--- src/rtl/acc_bank_if.sv ---
// rtl/acc_bank_if.sv - op/operand/status bundle between the datapath and acc_bank
interface acc_bank_if #(
    parameter int DATA_W  = 16,
    parameter int NUM_ACC = 4
);
    localparam int SEL_W = $clog2(NUM_ACC);

    logic              op_valid;
    logic [2:0]        op;
    logic [SEL_W-1:0]  sel;
    logic [DATA_W-1:0] data_in;
    logic [DATA_W-1:0] acc_out;
    logic              flag_z;
    logic              flag_c;
    logic              flag_v;
    logic              stack_full;
    logic              stack_empty;
    logic              err;

    modport master (
        output op_valid, op, sel, data_in,
        input  acc_out, flag_z, flag_c, flag_v, stack_full, stack_empty, err
    );

    modport slave (
        input  op_valid, op, sel, data_in,
        output acc_out, flag_z, flag_c, flag_v, stack_full, stack_empty, err
    );
endinterface

--- src/rtl/acc_bank.sv ---
// rtl/acc_bank.sv - NUM_ACC accumulators with registered Z/C/V flags and a LIFO context stack
// Define ACC_BANK_SATURATE_EN to make ADD/SUB clamp on signed overflow instead of wrapping.
module acc_bank #(
    parameter int DATA_W      = 16,
    parameter int NUM_ACC     = 4,
    parameter int STACK_DEPTH = 8
) (
    input  logic      clk_50m,
    input  logic      reset,
    acc_bank_if.slave bus
);
    localparam int IDX_W = $clog2(STACK_DEPTH);
    localparam int SP_W  = IDX_W + 1;

    localparam logic [2:0] OP_NOP  = 3'b000;
    localparam logic [2:0] OP_LOAD = 3'b001;
    localparam logic [2:0] OP_ADD  = 3'b010;
    localparam logic [2:0] OP_SUB  = 3'b011;
    localparam logic [2:0] OP_CLR  = 3'b100;
    localparam logic [2:0] OP_PUSH = 3'b101;
    localparam logic [2:0] OP_POP  = 3'b110;

    logic [DATA_W-1:0] r_acc   [NUM_ACC];
    logic [DATA_W-1:0] r_stack [STACK_DEPTH];
    logic [SP_W-1:0]   r_sp;
    logic              r_flag_z;
    logic              r_flag_c;
    logic              r_flag_v;
    logic              r_err;

    logic [DATA_W-1:0] w_cur;
    logic [DATA_W:0]   w_sum;
    logic [DATA_W:0]   w_diff;
    logic              w_v_add;
    logic              w_v_sub;
    logic [DATA_W-1:0] w_res_add;
    logic [DATA_W-1:0] w_res_sub;
    logic              w_full;
    logic              w_empty;
    logic [IDX_W-1:0]  w_wr_idx;
    logic [IDX_W-1:0]  w_rd_idx;
    logic [DATA_W-1:0] w_popped;
    logic              w_push_ok;

    assign w_cur   = r_acc[bus.sel];
    // The extra top bit carries out on ADD and reads as borrow on SUB
    assign w_sum   = {1'b0, w_cur} + {1'b0, bus.data_in};
    assign w_diff  = {1'b0, w_cur} - {1'b0, bus.data_in};
    assign w_v_add = (w_cur[DATA_W-1] == bus.data_in[DATA_W-1]) &&
                     (w_sum[DATA_W-1] != w_cur[DATA_W-1]);
    assign w_v_sub = (w_cur[DATA_W-1] != bus.data_in[DATA_W-1]) &&
                     (w_diff[DATA_W-1] != w_cur[DATA_W-1]);

`ifdef ACC_BANK_SATURATE_EN
    // Overflow can only run away from the sign of the current accumulator
    logic [DATA_W-1:0] w_sat;
    assign w_sat     = w_cur[DATA_W-1] ? {1'b1, {(DATA_W-1){1'b0}}}
                                       : {1'b0, {(DATA_W-1){1'b1}}};
    assign w_res_add = w_v_add ? w_sat : w_sum[DATA_W-1:0];
    assign w_res_sub = w_v_sub ? w_sat : w_diff[DATA_W-1:0];
`else
    assign w_res_add = w_sum[DATA_W-1:0];
    assign w_res_sub = w_diff[DATA_W-1:0];
`endif

    assign w_full    = (r_sp == SP_W'(STACK_DEPTH));
    assign w_empty   = (r_sp == '0);
    assign w_wr_idx  = r_sp[IDX_W-1:0];
    assign w_rd_idx  = r_sp[IDX_W-1:0] - IDX_W'(1);
    assign w_popped  = r_stack[w_rd_idx];
    assign w_push_ok = bus.op_valid && (bus.op == OP_PUSH) && !w_full;

    always_ff @(posedge clk_50m) begin
        if (!reset && w_push_ok) begin
            r_stack[w_wr_idx] <= w_cur;
        end
    end

    always_ff @(posedge clk_50m) begin
        if (reset) begin
            for (int i = 0; i < NUM_ACC; i++) begin
                r_acc[i] <= '0;
            end
            r_sp     <= '0;
            r_flag_z <= 1'b0;
            r_flag_c <= 1'b0;
            r_flag_v <= 1'b0;
            r_err    <= 1'b0;
        end else begin
            r_err <= 1'b0;
            if (bus.op_valid) begin
                case (bus.op)
                    OP_NOP: ;
                    OP_LOAD: begin
                        r_acc[bus.sel] <= bus.data_in;
                        r_flag_z       <= (bus.data_in == '0);
                        r_flag_c       <= 1'b0;
                        r_flag_v       <= 1'b0;
                    end
                    OP_ADD: begin
                        r_acc[bus.sel] <= w_res_add;
                        r_flag_z       <= (w_res_add == '0);
                        r_flag_c       <= w_sum[DATA_W];
                        r_flag_v       <= w_v_add;
                    end
                    OP_SUB: begin
                        r_acc[bus.sel] <= w_res_sub;
                        r_flag_z       <= (w_res_sub == '0);
                        r_flag_c       <= w_diff[DATA_W];
                        r_flag_v       <= w_v_sub;
                    end
                    OP_CLR: begin
                        r_acc[bus.sel] <= '0;
                        r_flag_z       <= 1'b1;
                        r_flag_c       <= 1'b0;
                        r_flag_v       <= 1'b0;
                    end
                    OP_PUSH: begin
                        if (w_full) begin
                            r_err <= 1'b1;
                        end else begin
                            r_sp <= r_sp + SP_W'(1);
                        end
                    end
                    OP_POP: begin
                        if (w_empty) begin
                            r_err <= 1'b1;
                        end else begin
                            r_acc[bus.sel] <= w_popped;
                            r_sp           <= r_sp - SP_W'(1);
                            r_flag_z       <= (w_popped == '0);
                            r_flag_c       <= 1'b0;
                            r_flag_v       <= 1'b0;
                        end
                    end
                    default: ;
                endcase
            end
        end
    end

    assign bus.acc_out     = r_acc[bus.sel];
    assign bus.flag_z      = r_flag_z;
    assign bus.flag_c      = r_flag_c;
    assign bus.flag_v      = r_flag_v;
    assign bus.stack_full  = w_full;
    assign bus.stack_empty = w_empty;
    assign bus.err         = r_err;
endmodule

--- src/flat_wrapper.sv ---
// flat-port wrapper written by rule: the top's interface ports become plain ports
module acc_bank_flat 
#(
    parameter int DATA_W      = 16,
    parameter int NUM_ACC     = 4,
    parameter int STACK_DEPTH = 8
)
  (clk_50m, reset, bus_op_valid, bus_op, bus_sel, bus_data_in, bus_acc_out, bus_flag_z, bus_flag_c, bus_flag_v, bus_stack_full, bus_stack_empty, bus_err);
  acc_bank_if #(.DATA_W(DATA_W), .NUM_ACC(NUM_ACC)) bus_i ();
  input  logic clk_50m;
  input  logic reset;
  input wire logic [$bits(bus_i.op_valid)-1:0] bus_op_valid;
  input wire logic [$bits(bus_i.op)-1:0] bus_op;
  input wire logic [$bits(bus_i.sel)-1:0] bus_sel;
  input wire logic [$bits(bus_i.data_in)-1:0] bus_data_in;
  output wire logic [$bits(bus_i.acc_out)-1:0] bus_acc_out;
  output wire logic [$bits(bus_i.flag_z)-1:0] bus_flag_z;
  output wire logic [$bits(bus_i.flag_c)-1:0] bus_flag_c;
  output wire logic [$bits(bus_i.flag_v)-1:0] bus_flag_v;
  output wire logic [$bits(bus_i.stack_full)-1:0] bus_stack_full;
  output wire logic [$bits(bus_i.stack_empty)-1:0] bus_stack_empty;
  output wire logic [$bits(bus_i.err)-1:0] bus_err;
  assign bus_i.op_valid = bus_op_valid;
  assign bus_i.op = bus_op;
  assign bus_i.sel = bus_sel;
  assign bus_i.data_in = bus_data_in;
  assign bus_acc_out = bus_i.acc_out;
  assign bus_flag_z = bus_i.flag_z;
  assign bus_flag_c = bus_i.flag_c;
  assign bus_flag_v = bus_i.flag_v;
  assign bus_stack_full = bus_i.stack_full;
  assign bus_stack_empty = bus_i.stack_empty;
  assign bus_err = bus_i.err;
  acc_bank #(.DATA_W(DATA_W), .NUM_ACC(NUM_ACC), .STACK_DEPTH(STACK_DEPTH)) u_core (.clk_50m(clk_50m), .reset(reset), .bus(bus_i));
endmodule
--- config.mk ---
export PLATFORM = sky130hd
export DESIGN_NAME = acc_bank_flat
export DESIGN_NICKNAME = d
export VERILOG_FILES = /design/src/rtl/acc_bank_if.sv /design/src/rtl/acc_bank.sv /design/src/flat_wrapper.sv
export SDC_FILE = /design/constraint.sdc
export NUM_CORES = 1
export LEC_CHECK = 0
export CAP_MARGIN = 20
export CORE_ASPECT_RATIO = 0.7
export CORE_MARGIN = 3
export CORE_UTILIZATION = 55
export DETAILED_ROUTE_END_ITERATION = 10
export HOLD_SLACK_MARGIN = 0.03
export PLACE_DENSITY = 0.76
export SLEW_MARGIN = 20
export SYNTH_ARGS = -nofsm -noshare
export SYNTH_HDL_FRONTEND = slang
export SYNTH_SLANG_ARGS = --single-unit
export TNS_END_PERCENT = 100
--- constraint.sdc ---
create_clock -name clk_50m -period 4.1 [get_ports clk_50m]
set_input_delay 0.615 -clock clk_50m [delete_from_list [all_inputs] [get_ports clk_50m]]
set_output_delay 0.615 -clock clk_50m [all_outputs]
set_load 0.005 [all_outputs]
# Word-level counts from Yosys, hierarchy flattened
# Memory sizes are Yosys's and may differ from the RTL's.
# Index checks and enable logic that the tools add are counted.
[word_totals]
wordCells = 94
output_inout_bits = 22
inputBits = 24
mem_bits_rw = 192
latch_bits = 0
rom_bits = 0
n_memories = 2
regBits = 8
[mem_list]
columns = ["name", "depth", "word_bits", "read_ports", "rd_clocked_by_memory_dff", "write_ports", "line", "rtl"]
rows = [
  ["u_core.r_stack", 8, 16, 1, 0, 1, "acc_bank.sv:24", "logic [DATA_W-1:0] r_stack [STACK_DEPTH];"],
  ["u_core.r_acc", 4, 16, 1, 0, 4, "acc_bank.sv:23", "logic [DATA_W-1:0] r_acc [NUM_ACC];"],
]
[op_classes]
reduce_logical = 21
addsub = 5
mux = 43
bitwise_logic = 5
eq_ne = 13
shift = 0
div_mod_pow = 0
multipliers = 0
n_lt_le_gt_ge = 0
[ops]
columns = ["cell", "count"]
rows = [
  ["$mux 16", 5],
  ["$logic_not 16->1", 4],
  ["$mux 1", 30],
  ["$add 16x16->17", 1],
  ["$sub 16x16->17", 1],
  ["$reduce_or 16->1", 1],
  ["$eq 3x3->1 const B", 3],
  ["$mux 4", 2],
  ["$pmux 1 s4", 2],
  ["$pmux 4 s2", 1],
  ["$eq 3x2->1 const B", 2],
  ["$reduce_and 3->1", 2],
  ["$logic_and 1x1->1", 5],
  ["$pmux 1 s5", 1],
  ["$reduce_bool 5->1", 1],
  ["$add 4x1->4 const B", 1],
  ["$eq 4x4->1 const B", 1],
  ["$logic_not 4->1", 1],
  ["$ne 2x2->1 const B", 2],
  ["$or 1x1->1", 4],
  ["$reduce_and 4->1", 1],
  ["$reduce_bool 4->1", 1],
  ["$reduce_or 2->1", 2],
  ["$sub 4x1->4 const B", 1],
  ["other kinds (9)", 12],
]

# Longest topological paths before layout
[depth]
ltp_word = 11
mapped_depth = 14
depth_no_buf = 13

# Least setup slack after synthesis
# OpenSTA, ideal clock, no wires.
[synth_timing]
path_type = "input port to flip-flop"
start = "input port bus_sel[0]"
end = "register u_core.r_flag_z (netlist: u_core.bus.flag_z)"
arrival_time_ns = 4.210
cell_stages = 13
path_slack_ns = -0.172
path_buffers = 3
required_ns = 4.038
setup_time_ns = 0.062
cell_sequence = "buf_2 buf_1 mux4_2 ha_1 buf_6 a21o_1 a21oi_1 nor2b_1 or4_1 a2111o_1 a2111oi_2 nand4_1 nand3_1"
[synth_via]
elab_chain_cells = 4
word_cells_on_any_way = 6
classes_between = "2 x add/sub; 1 x mux; 2 x reduce/logical; 1 x memory"
[synth_rtl]
columns = ["item", "line", "rtl"]
rows = [
  ["from (decl)", "flat_wrapper.sv:14", "input wire logic [$bits(bus_i.sel)-1:0] bus_sel;"],
  ["$mem_v2 4x16 (*)", "-", ""],
  ["named net bus_acc_out[7]", "flat_wrapper.sv:16", "output wire logic [$bits(bus_i.acc_out)-1:0] bus_acc_out;"],
  ["$sub 16x16->17 or $add 16x16->17 (tied branches)", "acc_bank.sv:48, acc_bank.sv:47", ""],
  ["$logic_not 16->1 (on tied branches)", "acc_bank.sv:108, acc_bank.sv:102", ""],
  ["$pmux 1 s5 (*)", "acc_bank.sv:92", "case (bus.op)"],
  ["to (signal assigned)", "acc_bank.sv:96", "r_flag_z <= (bus.data_in == '0);"],
  ["to (signal assigned)", "acc_bank.sv:102", "r_flag_z <= (w_res_add == '0);"],
  ["to (signal assigned)", "acc_bank.sv:108", "r_flag_z <= (w_res_sub == '0);"],
  ["to (decl)", "acc_bank.sv:26", "logic r_flag_z;"],
]
# The timed path passes the listed nets; every way through them passes the cells marked *.
# A chain may end at the register's enable or synchronous reset.

# Worst setup path after layout
[layout_timing]
start = "input port bus_sel[1]"
end = "register u_core.r_flag_z (netlist: u_core.bus.flag_z)"
[layout_via]
elab_chain_cells = 4
word_cells_on_any_way = 6
classes_between = "2 x add/sub; 1 x mux; 2 x reduce/logical; 1 x memory"
[layout_rtl]
columns = ["item", "line"]
rows = [
  ["$mem_v2 4x16 (*)", "-"],
  ["$sub 16x16->17 or $add 16x16->17 (tied branches)", "acc_bank.sv:48, acc_bank.sv:47"],
  ["$logic_not 16->1 (on tied branches)", "acc_bank.sv:108, acc_bank.sv:102"],
  ["$pmux 1 s5 (*)", "acc_bank.sv:92"],
]
# Every way passes the cells marked *; elsewhere a longest branch is shown, timed or not.

==> run metrics <==
sequential fraction of the synthesis area 56.7%; crit start category primary input; final hold vios 0; DR WL/cell 24.9 µm; CTS Buf Count 17; largest family of logic cells by synthesized area multiplexers; # Max-Cap Violations 0; Worst-Margin Slew 0.701 ns; Via Count 7714; DPL Wire Length 23100 µm; Worst Hold End u_core.bus.flag_c; WL final 30600 µm; total core area 18300 µm²; Worst EP arrival 4.34 ns; delay of the slowest critical-path stage 0.46 ns; FMAX 252 MHz; die width 171 µm; routed vias/inst 6.28; VDD IR max 0.000237 V; CTS Hold Bufs 0; DR iter-0 viols 1160; post-route ant nets 0; vias in the first global route 7692; internal power 3.59 mW; reg2reg start u_core.r_acc[0][1]; clock power share 31.9%; Post-synth EDFFs 192; Synth warnings 0; Final Skew 0.0137 ns; post-synthesis cell type count 67; met2 usage 43.0%; Main synth FF type edfxtp_1; simple-gate portion of the synthesized area 10.6%; CP max FO 7; Slew Limit Fails 0; antenna violations before repair 0; Worst-path clk slew 0.08 ns; GP Congestion 1.02; Worst path slowest cell clkdlybuf4s50_1; area grow syn2layout 23.1%; xor/xnor share of the synthesized area 2.25%; global route total overflow 0; CP cell instances clkdlybuf4s50_1 -> buf_4 -> buf_12 -> mux4_2 -> ha_1 -> a21o_1 -> a211oi_1 -> buf_4 -> nor2_1 -> buf_4 -> nor2_1 -> a2111o_1 -> a2111oi_4 -> nand4_1 -> nand3_1; H-tree levels 4; multiplexer area fraction after synthesis 12.9%; GRT busiest layer met1; minimum clock period 3.97 ns; hold depth 2; layout cells sized above 1 25.9%; largest net degree at the start of global routing 36; Most Frequent Cell on Critical Path buf_4; CTS Sinks 200; status finished clean; Post-Synth Adder-Cell Area 5.13%; top cell type by total area after synthesis edfxtp_1; LEAKAGE 4.91 nW; gr usage total 30.6%; Setup WS pre-CTS -0.437 ns; Clock Path Buffers 2; Remaining DRCs 0; R2R depth 13; Setup WS post-layout 0.132 ns; max_slew headroom 53.3%; hold_sp u_core.bus.flag_c; period utilisation layout 96.8%; NetSw 1.42 mW; Top delay family on crit path buffers and inverters; DRT Pass-1 Iters 5; Worst EP required 4.47 ns; critical setup path kind in2reg; CP endpoint kind register; Comb power frac 22.1%; CTS tree done; Sw Share 28.3%; leading post-synthesis cells by cell area edfxtp_1 55%, mux4_2 10%, ha_1 4.6%, nor2_1 3.5%, mux2i_1 2.2%; Starting Density 57.0%; cells after synthesis 805; top cell type's share of synthesized area 55.2%; setup slack, reg-to-reg 0.55 ns; global-route wire length before repair 46500 µm; Flop pwr share 46.0%; post-synthesis compound-gate area fraction 8.59%; register bit total from synthesis 200; setup TNS 0 ns; M3 GR Usage 9.05%; Fill cells 1267; worst skew pair latency 0.43 ns; die height 121 µm; Root Driver clkbuf_16; Rows 41; Syn Area/Cell 13.0 µm²; area post-placement 12200 µm²; synthesized area 10400 µm²; Async SR Flop Fraction 0%; Ports 46; Post-Syn Nets 870; # setup viols final 0; R2R Path End u_core.r_acc[1][5]; CP bufs+invs 5; area of the die 20700 µm²; I/O Buffers 45; fin area 12900 µm²; Hold WC Path Type reg2reg; nets@finish 1044; antenna cells 0; M1 GR Usage 47.7%; Power Dens Cells 390 nW/µm²
[cells in the mapped netlist, types with 4 or more instances]
master and number:
buf_1 6, dfxtp_1 8, nand4_1 9, ha_1 38, o21ai_0 19, o211ai_1 5
nor3_1 22, xor2_1 7, nor2b_1 11, buf_2 9, a211oi_1 7, a21o_1 6
o31ai_1 5, o21a_1 8, nor2_1 98, or4_1 4, mux4_2 48, nand3_1 6
o22a_1 4, nand2_1 39, nand2b_1 12, nor4_1 12, a31oi_1 5, clkbuf_1 24
xnor2_1 18, or3_1 5, o22ai_1 5, mux2i_1 23, a21oi_1 32, inv_1 59
edfxtp_1 192
[metrics by stage]
stage | power (mW) | instances | utilization [%] | hold WS (ns)
after floorplan | 2.89 | 805 | - | 0.492
after global placement | 3.37 | 1194 | 66.6 | 0.536
after detailed placement | 3.39 | 1194 | 66.6 | 0.538
after CTS | 4.97 | 1226 | 69.6 | 0.552
after global routing | 5.18 | 1228 | 70.2 | 0.577
final | 5.01 | 1228 | 70.2 | 0.549
[worst max-delay path by stage]
| stage | depth (start not counted) | slack (ns) | end | startpoint |
|---|---|---|---|---|
| after floorplan | 13 | 0.06 | u_core.bus.flag_z | bus_sel[0] |
| after global placement | 13 | -0.34 | u_core.r_acc[1][8] | bus_sel[0] |
| after detailed placement | 13 | -0.44 | u_core.r_acc[0][8] | bus_sel[0] |
| after CTS | 14 | 0.03 | u_core.r_acc[2][14] | bus_sel[0] |
| after global routing | 15 | -0.02 | u_core.bus.flag_z | bus_sel[1] |
| final | 15 | 0.13 | u_core.bus.flag_z | bus_sel[1] |
[worst min-delay path, delay by kind of cell (launching register included)]
| family | cells | cell delay, ns |
|---|---|---|
| AND/OR/NAND/NOR | 1 | 0.11 |
| AO/OA/AOI/OAI | 1 | 0.06 |
| flip-flops | 1 | 0.34 |
[routing by layer]
layer / vias to the layer above / wire, µm
li1: 3404 / -
met1: 3783 / 13400
met2: 486 / 13100
met3: 41 / 3710
met4: 0 / 431
met5: - / 0
[cells in the final DEF (no fill, tap or decap), types with 4 or more instances in the layout]
master           Yosys  layout
edfxtp_1           192     192
buf_4                0     147
nor2_1              98      98
inv_1               59      59
mux4_2              48      48
clkdlybuf4s50_1      0      44
nand2_1             39      39
ha_1                38      38
a21oi_1             32      31
mux2i_1             23      23
nor3_1              22      19
xnor2_1             18      17
clkbuf_16            0      17
o21ai_0             19      15
nand2b_1            12      12
nor2b_1             11      11
nor4_1              12      11
nand4_1              9       9
o21a_1               8       8
a211oi_1             7       7
xor2_1               7       7
dfxtp_1              8       7
a21o_1               6       6
o211ai_1             5       5
nand3_1              6       5
or3_1                5       5
a31oi_1              5       5
o22ai_1              5       5
o21ai_1              1       4
o31ai_1              5       4
o22a_1               4       4
inv_6                0       4
buf_12               0       4
[state kept, by name, summed over array words and instances (netlist names)]
register,cells
u_core.bus.err,1
u_core.bus.flag_z,1
u_core.bus.flag_c,1
u_core.r_sp,4
u_core.bus.flag_v,1
u_core.r_acc,64
u_core.r_stack,128
[kinds of logic (layout without fill, tap and decap cells)]
group | Yosys count | after routing
adder cells (fa/ha/maj) | 41 | 41
AO/OA/AOI/OAI | 131 | 131
XOR/XNOR | 26 | 26
AND/OR/NAND/NOR | 233 | 233
multiplexers | 74 | 74
flip-flops | 200 | 200
buffers and inverters | 100 | 287
[repair_timing]
item | CTS | global route
gates resized for setup | 1 | 19
buffers inserted | 0 | 2
endpoints found under the setup margin | 1 | 41
gates cloned | 0 | 0
pin swaps | 0 | 6
[cell type report]
| cell class | count | area (µm²) | area share (%) |
|---|---|---|---|
| Multi-Input combinational cell | 505 | 4210 | 32.8 |
| Sequential cell | 200 | 5930 | 46.1 |
| Tap cell | 236 | 295 | 2.30 |
| Clock buffer | 19 | 433 | 3.37 |
| Clock inverter | 13 | 131 | 1.02 |
| Timing Repair Buffer | 196 | 1640 | 12.7 |
| Inverter | 59 | 221 | 1.72 |
[power groups by stage]
stage	Clock (mW)	Sequential, mW	Combinational, mW
6_report	1.60	2.30	1.11
5_1_grt	1.70	2.31	1.18
4_1_cts	1.61	2.30	1.05
3_5_place_dp	0	2.35	1.04
3_3_place_gp	0	2.35	1.03
2_1_floorplan	0	2.34	0.548
No activity file was read; power rests on OpenSTA's default activity.
